[config.mk]
export PLATFORM = sky130hd
export DESIGN_NAME = lfsr_digital_modulator
export DESIGN_NICKNAME = d
export VERILOG_FILES = /design/src/rtl/lfsr_digital_modulator.sv
export SDC_FILE = /design/constraint.sdc
export NUM_CORES = 1
export LEC_CHECK = 0
export ABC_CLOCK_PERIOD_IN_PS = 2800
export CORE_UTILIZATION = 49
export CTS_CLUSTER_DIAMETER = 100
export DETAILED_ROUTE_END_ITERATION = 16
export PLACE_DENSITY_LB_ADDON = 0.12
export SLEW_MARGIN = 0
export SYNTH_ARGS = -nofsm -noshare
export SYNTH_HDL_FRONTEND = slang
export SYNTH_SLANG_ARGS = --single-unit
[constraint.sdc]
create_clock -name clk -period 2.8 [get_ports clk]
set_clock_uncertainty 0.05 [all_clocks]
set_input_delay 0.42 -clock clk [delete_from_list [all_inputs] [get_ports clk]]
set_output_delay 0.42 -clock clk [all_outputs]
set_load 0.02 [all_outputs]
[src/rtl/lfsr_digital_modulator.sv]
// Pseudo-random bit source (x^5+x^3+1 LFSR) at a programmable bit rate, driving
// registered ASK/FSK/BPSK/QPSK versions of the DDS carriers for the signal selector.
module lfsr_digital_modulator #(
  parameter int          BIT_PERIOD = 50_000_000,
  parameter logic [4:0]  LFSR_SEED  = 5'b00001,
  parameter logic [11:0] MIDSCALE   = 12'd2048
) (
  input  logic        clk,
  input  logic        reset,
  input  logic        enable,
  input  logic [11:0] sin_wave,
  input  logic [11:0] cos_wave,
  input  logic [11:0] sin_wave_f2,
  output logic [4:0]  lfsr,
  output logic        bit_tick,
  output logic [11:0] ask_mod,
  output logic [11:0] fsk_mod,
  output logic [11:0] bpsk_mod,
  output logic [11:0] sin_qpsk
);

  localparam int             CW       = $clog2(BIT_PERIOD);
  localparam logic [CW-1:0]  CNT_LAST = CW'(BIT_PERIOD - 1);

  logic [CW-1:0] cnt_q, cnt_d;
  logic [4:0]    lfsr_q, lfsr_d;
  logic          tick_q, tick_d;
  logic [1:0]    sym_q, sym_d;
  logic          phase_q, phase_d;
  logic [11:0]   ask_q, ask_d;
  logic [11:0]   fsk_q, fsk_d;
  logic [11:0]   bpsk_q, bpsk_d;
  logic [11:0]   qpsk_q, qpsk_d;
  logic          wrap;
  logic          data_bit;

  // bit_tick is a strobe with no back-pressure: high for exactly the one cycle in
  // which lfsr shows its freshly advanced value; the consumer must sample it then.
  always_comb begin
    cnt_d    = cnt_q;
    lfsr_d   = lfsr_q;
    tick_d   = 1'b0;
    sym_d    = sym_q;
    phase_d  = phase_q;
    wrap     = enable && (cnt_q == CNT_LAST);
    data_bit = lfsr_q[0];

    if (enable) begin
      cnt_d = wrap ? '0 : cnt_q + 1'b1;
    end

    if (wrap) begin
      tick_d  = 1'b1;
      // An all-zero register would never leave zero, so reload the seed instead.
      lfsr_d  = (lfsr_q == 5'd0) ? LFSR_SEED : {lfsr_q[0] ^ lfsr_q[2], lfsr_q[4:1]};
      phase_d = ~phase_q;
      if (phase_q) begin
        sym_d = lfsr_q[1:0];
      end
    end

    ask_d  = data_bit ? sin_wave : MIDSCALE;
    fsk_d  = data_bit ? sin_wave_f2 : sin_wave;
    bpsk_d = data_bit ? sin_wave : ~sin_wave;

    // Complement of offset-binary is 4095 - x, i.e. a 180 degree phase flip.
    unique case (sym_q)
      2'b00:   qpsk_d = sin_wave;
      2'b01:   qpsk_d = cos_wave;
      2'b11:   qpsk_d = ~sin_wave;
      default: qpsk_d = ~cos_wave;
    endcase
  end

  always_ff @(posedge clk or posedge reset) begin
    if (reset) begin
      cnt_q   <= '0;
      lfsr_q  <= LFSR_SEED;
      tick_q  <= 1'b0;
      sym_q   <= 2'b00;
      phase_q <= 1'b0;
      ask_q   <= MIDSCALE;
      fsk_q   <= MIDSCALE;
      bpsk_q  <= MIDSCALE;
      qpsk_q  <= MIDSCALE;
    end else begin
      cnt_q   <= cnt_d;
      lfsr_q  <= lfsr_d;
      tick_q  <= tick_d;
      sym_q   <= sym_d;
      phase_q <= phase_d;
      ask_q   <= ask_d;
      fsk_q   <= fsk_d;
      bpsk_q  <= bpsk_d;
      qpsk_q  <= qpsk_d;
    end
  end

  assign lfsr     = lfsr_q;
  assign bit_tick = tick_q;
  assign ask_mod  = ask_q;
  assign fsk_mod  = fsk_q;
  assign bpsk_mod = bpsk_q;
  assign sin_qpsk = qpsk_q;

endmodule

==> impl_metrics.toml, run 1 <==
[job]
drv_cap = 0

[yosys]
avgSynthCellArea_um2 = 12.0
syn_nets = 357
yosysWarnings = 0
synth_top_area_frac = 0.533
synth-main-ff-cell = "dfrtp_1"
ys_types = 36
yosys-top-cells-count = "dfrtp_1, mux2_2, inv_1"
synth_area_leaders = "dfrtp_1, mux2_2, ha_1, dfstp_2, a21oi_1"
synth_top_cell_by_area = "dfrtp_1"
yosysMostFrequentCell = "dfrtp_1"
synth_seq_cells = 83
ys_seq_area_frac = 0.568
synth_edf_count = 0
synthCells = 305
syn-cell-area_um2 = 3660
synthArstFlopShare = 1.00

[sta]
whs_ns = 0.414
finalHoldViolations = 0
min_period_ns = 2.05
timing.final.crit_share = 0.734
slew_violations = 0
worst_pin_slew_ns = 0.877
grt_setup_unrepaired = "false"
setup_violations = 0
fmax_mhz = 487
setup_tns_ns = 0
relSlewSlack = 0.415

[finish]
stdcell_count = 504
finalCoreUtilization = 0.674
finalNetCount = 452
syn_to_final_growth_pct = 33.5
fillers = 571
diodes = 0
drive_above_1_share = 0.148

[place]
dp_hpwl_um = 5580
portBuffers = 92
dp_cells = 488
place_congestion = 0.775

[critical_path]
cp_cell_sequence = "clkdlybuf4s50_1 -> and4_4 -> nand4_2 -> nor4_2 -> mux2_2"
critPathMaxStageDelay_ns = 0.59
critical_path_required_ns = 2.97
arrival_ns = 2.23
slowest_stage = "clkdlybuf4s50_1"
worstSetupPathType = "primary input to flip-flop"
end_kind = "flip-flop"
critPathLaunchType = "primary input"
cp_max_fo = 8

[floorplanning]
die_h_um = 88.5
core_um2 = 7250
start_util = 0.505
dieArea_um2 = 7830
rows = 31
io_pins = 93
die_x_um = 88.5

[pwr]
p_int_mw = 1.86
vdd_drop_max_mv = 0.367
power_density_nw_per_um2 = 509
swShare = 0.254
seqPwrFrac = 0.539
clockPowerShare = 0.333
power_switching_mw = 0.632
p_comb_frac = 0.129
cellLeakagePower_nw = 2.11

[min_path]
hold_path_class = "primary input to async pin"

[global_route]
grt_antenna_before_repair = 0
grt_pass1_wl_um = 12900
grt_overflow = 0
grt_max_degree = 36
grt_pass1_vias = 2762
grtUsageTotal = 0.219

[drt]
vias = 2597
drtAntennaViolNets = 0
drt-pass1-iter-count = 4
routed_wl_um = 7820
drc_errors = 0
drt_iter0_markers = 110
vias_per_cell = 5.15
wl_per_cell_um = 15.5

[clock_tree]
h-tree-depth = 3
cts_made_buffers = 9
numClockSinks = 83
cts_hold_buf = 0
clock_path_buffers = 2
cts_resized = 0
postCtsSetupRepairBufs = 0
cts_tree = "yes"
clkSlewWorstSetupHoldPaths_ns = 0.08
cts-root-buf = "clkbuf_8"
clk_latency_ns = 0.34

[outcome]
status = "completed"
## through the flow
stage | total power, mW | setup WS (ns) | cell area, um2
final | 2.49 | 0.745 | 4890
after floorplan | 1.51 | 0.201 | 3660
after global placement | 1.68 | 0.427 | 4700
after CTS | 2.52 | 0.745 | 4890
after detailed placement | 1.69 | 0.394 | 4700
after global routing | 2.61 | 0.629 | 4890
## worst paths after layout
path / startpoint / to / slack [ns] / cells after the start
min reg2reg: cnt_q[18] / cnt_q[18] / 0.47 / 1
max: enable / sym_q[1] / 0.75 / 5
max reg2reg: cnt_q[8] / cnt_q[25] / 0.79 / 4
max in group asynchronous: reset / ask_mod[11] / 1.64 / 3
min in group clk: cnt_q[18] / cnt_q[18] / 0.47 / 1
min: reset / ask_mod[2] / 0.41 / 2
## kinds of logic after synthesis
kind of cell | count (synthesis) | synth area share
mux | 32 | 0.0966
fa+ha+maj | 13 | 0.0444
simple gates | 81 | 0.139
flops | 83 | 0.568
buf+inv | 35 | 0.0389
xor+xnor | 17 | 0.0406
compound gates | 44 | 0.0720
## per-layer routing
layer | share of wire | global-route usage
met2 | 0.49 | 0.359
met1 | 0.45 | 0.274
met4 | 0.0070 | 0.0762
met5 | 0 | 0
met3 | 0.060 | 0.0690
## area by class of cell
cell class	instances	area, um2	share of cell area
Clock buffer	12	135	0.0276
Clock inverter	4	52.6	0.0107
Inverter	21	80.1	0.0164
Multi-Input combinational cell	187	1440	0.294
Sequential cell	83	2080	0.426
Tap cell	99	124	0.0253
Timing Repair Buffer	98	978	0.200
## critical path, delay by kind of cell
family | cells | cell delay, ns
simple gates | 3 | 0.83
buf+inv | 1 | 0.59
mux | 1 | 0.38
## cell usage in the layout (no fill, tap or decap), drive strengths merged, types with 6 or more instances in the layout
| cell | count |
|---|---|
| clkdlybuf4s50 | 92 |
| dfrtp | 78 |
| mux2 | 27 |
| inv | 20 |
| a21oi | 18 |
| ha | 13 |
| nand2 | 12 |
| clkbuf | 12 |
| nor2 | 11 |
| nor2b | 11 |
| a211oi | 11 |
| xnor2 | 10 |
| nand4 | 9 |
| nand3 | 9 |
| o21ai | 8 |
| xor2 | 7 |
| and4 | 7 |
| buf | 6 |
## state kept, by name, summed over array words and instances, names as in the netlist
name,count
ask_mod,12
bit_tick,1
bpsk_mod,12
cnt_q,26
fsk_mod,12
lfsr,5
phase_q,1
sin_qpsk,12
sym_q,2
## power by group through the flow
stage	Combinational, mW	Sequential [mW]	Clock [mW]
6_report	0.320	1.34	0.828
5_1_grt	0.349	1.35	0.910
4_1_cts	0.326	1.34	0.854
3_5_place_dp	0.324	1.36	0
3_3_place_gp	0.314	1.36	0
2_1_floorplan	0.132	1.38	0
No activity file was read; power rests on OpenSTA's default activity.
==> run 2, diff against run 1 <==
- ABC_CLOCK_PERIOD_IN_PS: 2800 -> 1750
- CORE_UTILIZATION: 49 -> 44
- clock period: 2.8 -> 1.75 ns (I/O delays scaled with it)
==> run 2 against run 1 <==
The run now ends with setup timing left. Sequential power grew 56%. Sequential cell count is the same. Worst hold slack lost 0.10 ns. First-iteration DRC count shrank 27%. Register-to-register slack lost 0.83 ns. Total power grew 65%. Critical path depth grew 1. Core utilization grew 1.3 points. Cell count grew 10%. Combinational power grew 110%. Worst setup slack lost 0.79 ns. Via count grew 9.5%. Largest cell class unchanged.
==> impl_metrics.toml, run 2 (synthesis gave the netlist of run 1 again) <==
[finish]
drive_above_1_share = 0.291
largest_register = "cnt_q"
final_cell_mix = "clkdlybuf4s50_1, dfrtp_1, buf_4, mux2_2, inv_1"
syn_to_final_growth_pct = 48.0
largest_reg_flops = 26
finalNetCount = 500
diodes = 0
final_common_cell = "clkdlybuf4s50_1"
stdcell_count = 555

[critical_path]
r2r-start = "cnt_q[1]"
end_kind = "flip-flop"
worstReg2RegEnd = "lfsr[1]"
ff2ff_setup_slack_ns = -0.04
cp_max_fo = 4
critPathLaunchType = "flip-flop"
rr_worst_depth = 6
critical_path_required_ns = 1.93
arrival_ns = 1.98
worstSetupPathType = "flip-flop to flip-flop"

[place]
dp_cells = 524
portBuffers = 92
dp_hpwl_um = 6070
place_ws_ns = -0.365
place_congestion = 0.868

[drt]
drc_errors = 0
drtAntennaViolNets = 0
vias_per_cell = 5.12
routed_wl_um = 8960
drt_iter0_markers = 80
wl_per_cell_um = 16.1
vias = 2843
drt-pass1-iter-count = 4

[clock_tree]
cts_hold_buf = 0
clk_latency_ns = 0.34
h-tree-depth = 3
cts-root-buf = "clkbuf_8"
clock_path_buffers = 2
cts_tree = "yes"
clkSlewWorstSetupHoldPaths_ns = 0.08
cts_made_buffers = 9
numClockSinks = 83

[pwr]
power_switching_mw = 1.06
seqPwrFrac = 0.509
power_density_nw_per_um2 = 756
p_int_mw = 3.04
p_comb_frac = 0.164
cellLeakagePower_nw = 2.43
clockPowerShare = 0.327
swShare = 0.259
vdd_drop_max_mv = 0.402

[global_route]
grt_max_degree = 84
grt_overflow = 0
grt_antenna_before_repair = 0
grt_pass1_vias = 2897
grtUsageTotal = 0.219
grt_pass1_wl_um = 14400

[sta]
relSlewSlack = 0.700
fmax_mhz = 558
setup_violations = 13
min_period_ns = 1.79
worst_pin_slew_ns = 0.450
timing.final.crit_share = 1.02
grt_setup_unrepaired = "true"
finalHoldViolations = 0
fin_ws_ns = -0.0432
slew_violations = 0

[outcome]
status = "complete, but fails checks"
violations = "setup timing"

[floorplanning]
core_um2 = 7890
rows = 32
dieArea_um2 = 8700
die_h_um = 93.3
start_util = 0.465
io_pins = 93
die_x_um = 93.3

[job]
drv_cap = 0

[min_path]
hold_path_class = "primary input to async pin"
-- run 2: cell types whose count changed in the layout (fill, tap and decap cells not counted), sizes merged, moves of 2 or more --
cell	before	now
buf	6	54
clkdlybuf4s50	92	85
clkinv	1	4
clkinvlp	3	1
dlygate4sd2	0	5
dlymetal6s2s	0	2
-- run 2: how the worst max path moves through the flow --
stage | startpoint | end | slack [ns] | cells past startpoint
after global routing | cnt_q[1] | sym_q[1] | -0.13 | 6
after detailed placement | enable | cnt_q[15] | -0.36 | 5
after CTS | cnt_q[0] | cnt_q[22] | -0.03 | 6
final | cnt_q[1] | lfsr[1] | -0.04 | 6
after global placement | enable | cnt_q[15] | -0.27 | 5
after floorplan | cnt_q[16] | lfsr[1] | -0.01 | 4
-- run 2: final cells by class --
type	instances	area [um2]
flip-flops and latches	83	2090
fillers	582	2460
multi-input cells	187	1560
clock inverters	5	53.8
repair buffers	146	1380
clock buffers	11	131
inverters	21	82.6
well taps	102	128
-- run 2: power groups by stage --
stage	combinational [mW]	clock, mW	sequential [mW]
after CTS	0.662	1.37	2.09
after floorplan	0.213	0	2.21
after global placement	0.645	0	2.12
after global routing	0.738	1.46	2.10
after detailed placement	0.656	0	2.13
final	0.672	1.34	2.09
-- run 2: timing repair --
item	4_1_cts	5_1_grt
pin swaps	2	10
gates cloned	0	0
gates resized for setup	15	26
setup endpoints to repair	18	24
setup buffers	2	14
-- run 2: per-stage QoR --
step	hold WS, ns	instance area [um2]	power (mW)	setup TNS [ns]	utilization
finish	0.314	5420	4.10	-0.263	0.688
floorplan	0.320	3700	2.42	-0.0544	-
CTS	0.344	5220	4.13	-0.119	0.662
global placement	0.442	5000	2.76	-4.75	0.634
global route	0.363	5420	4.30	-1.72	0.688
detailed placement	0.448	5000	2.78	-5.91	0.634
-- run 2: worst max-delay path, stage by stage (launching register included) --
cell and delay [ns]:
dfrtp_1 0.36, ha_2 0.19, and4_4 0.25, nand4_4 0.13, nor3_4 0.25, buf_6 0.15
mux2_4 0.30
-- run 2: metal layers --
layer	global-route usage	wire, um
met5	0	0
met4	0.0974	167
met3	0.0772	609
met2	0.329	4260
met1	0.285	3920
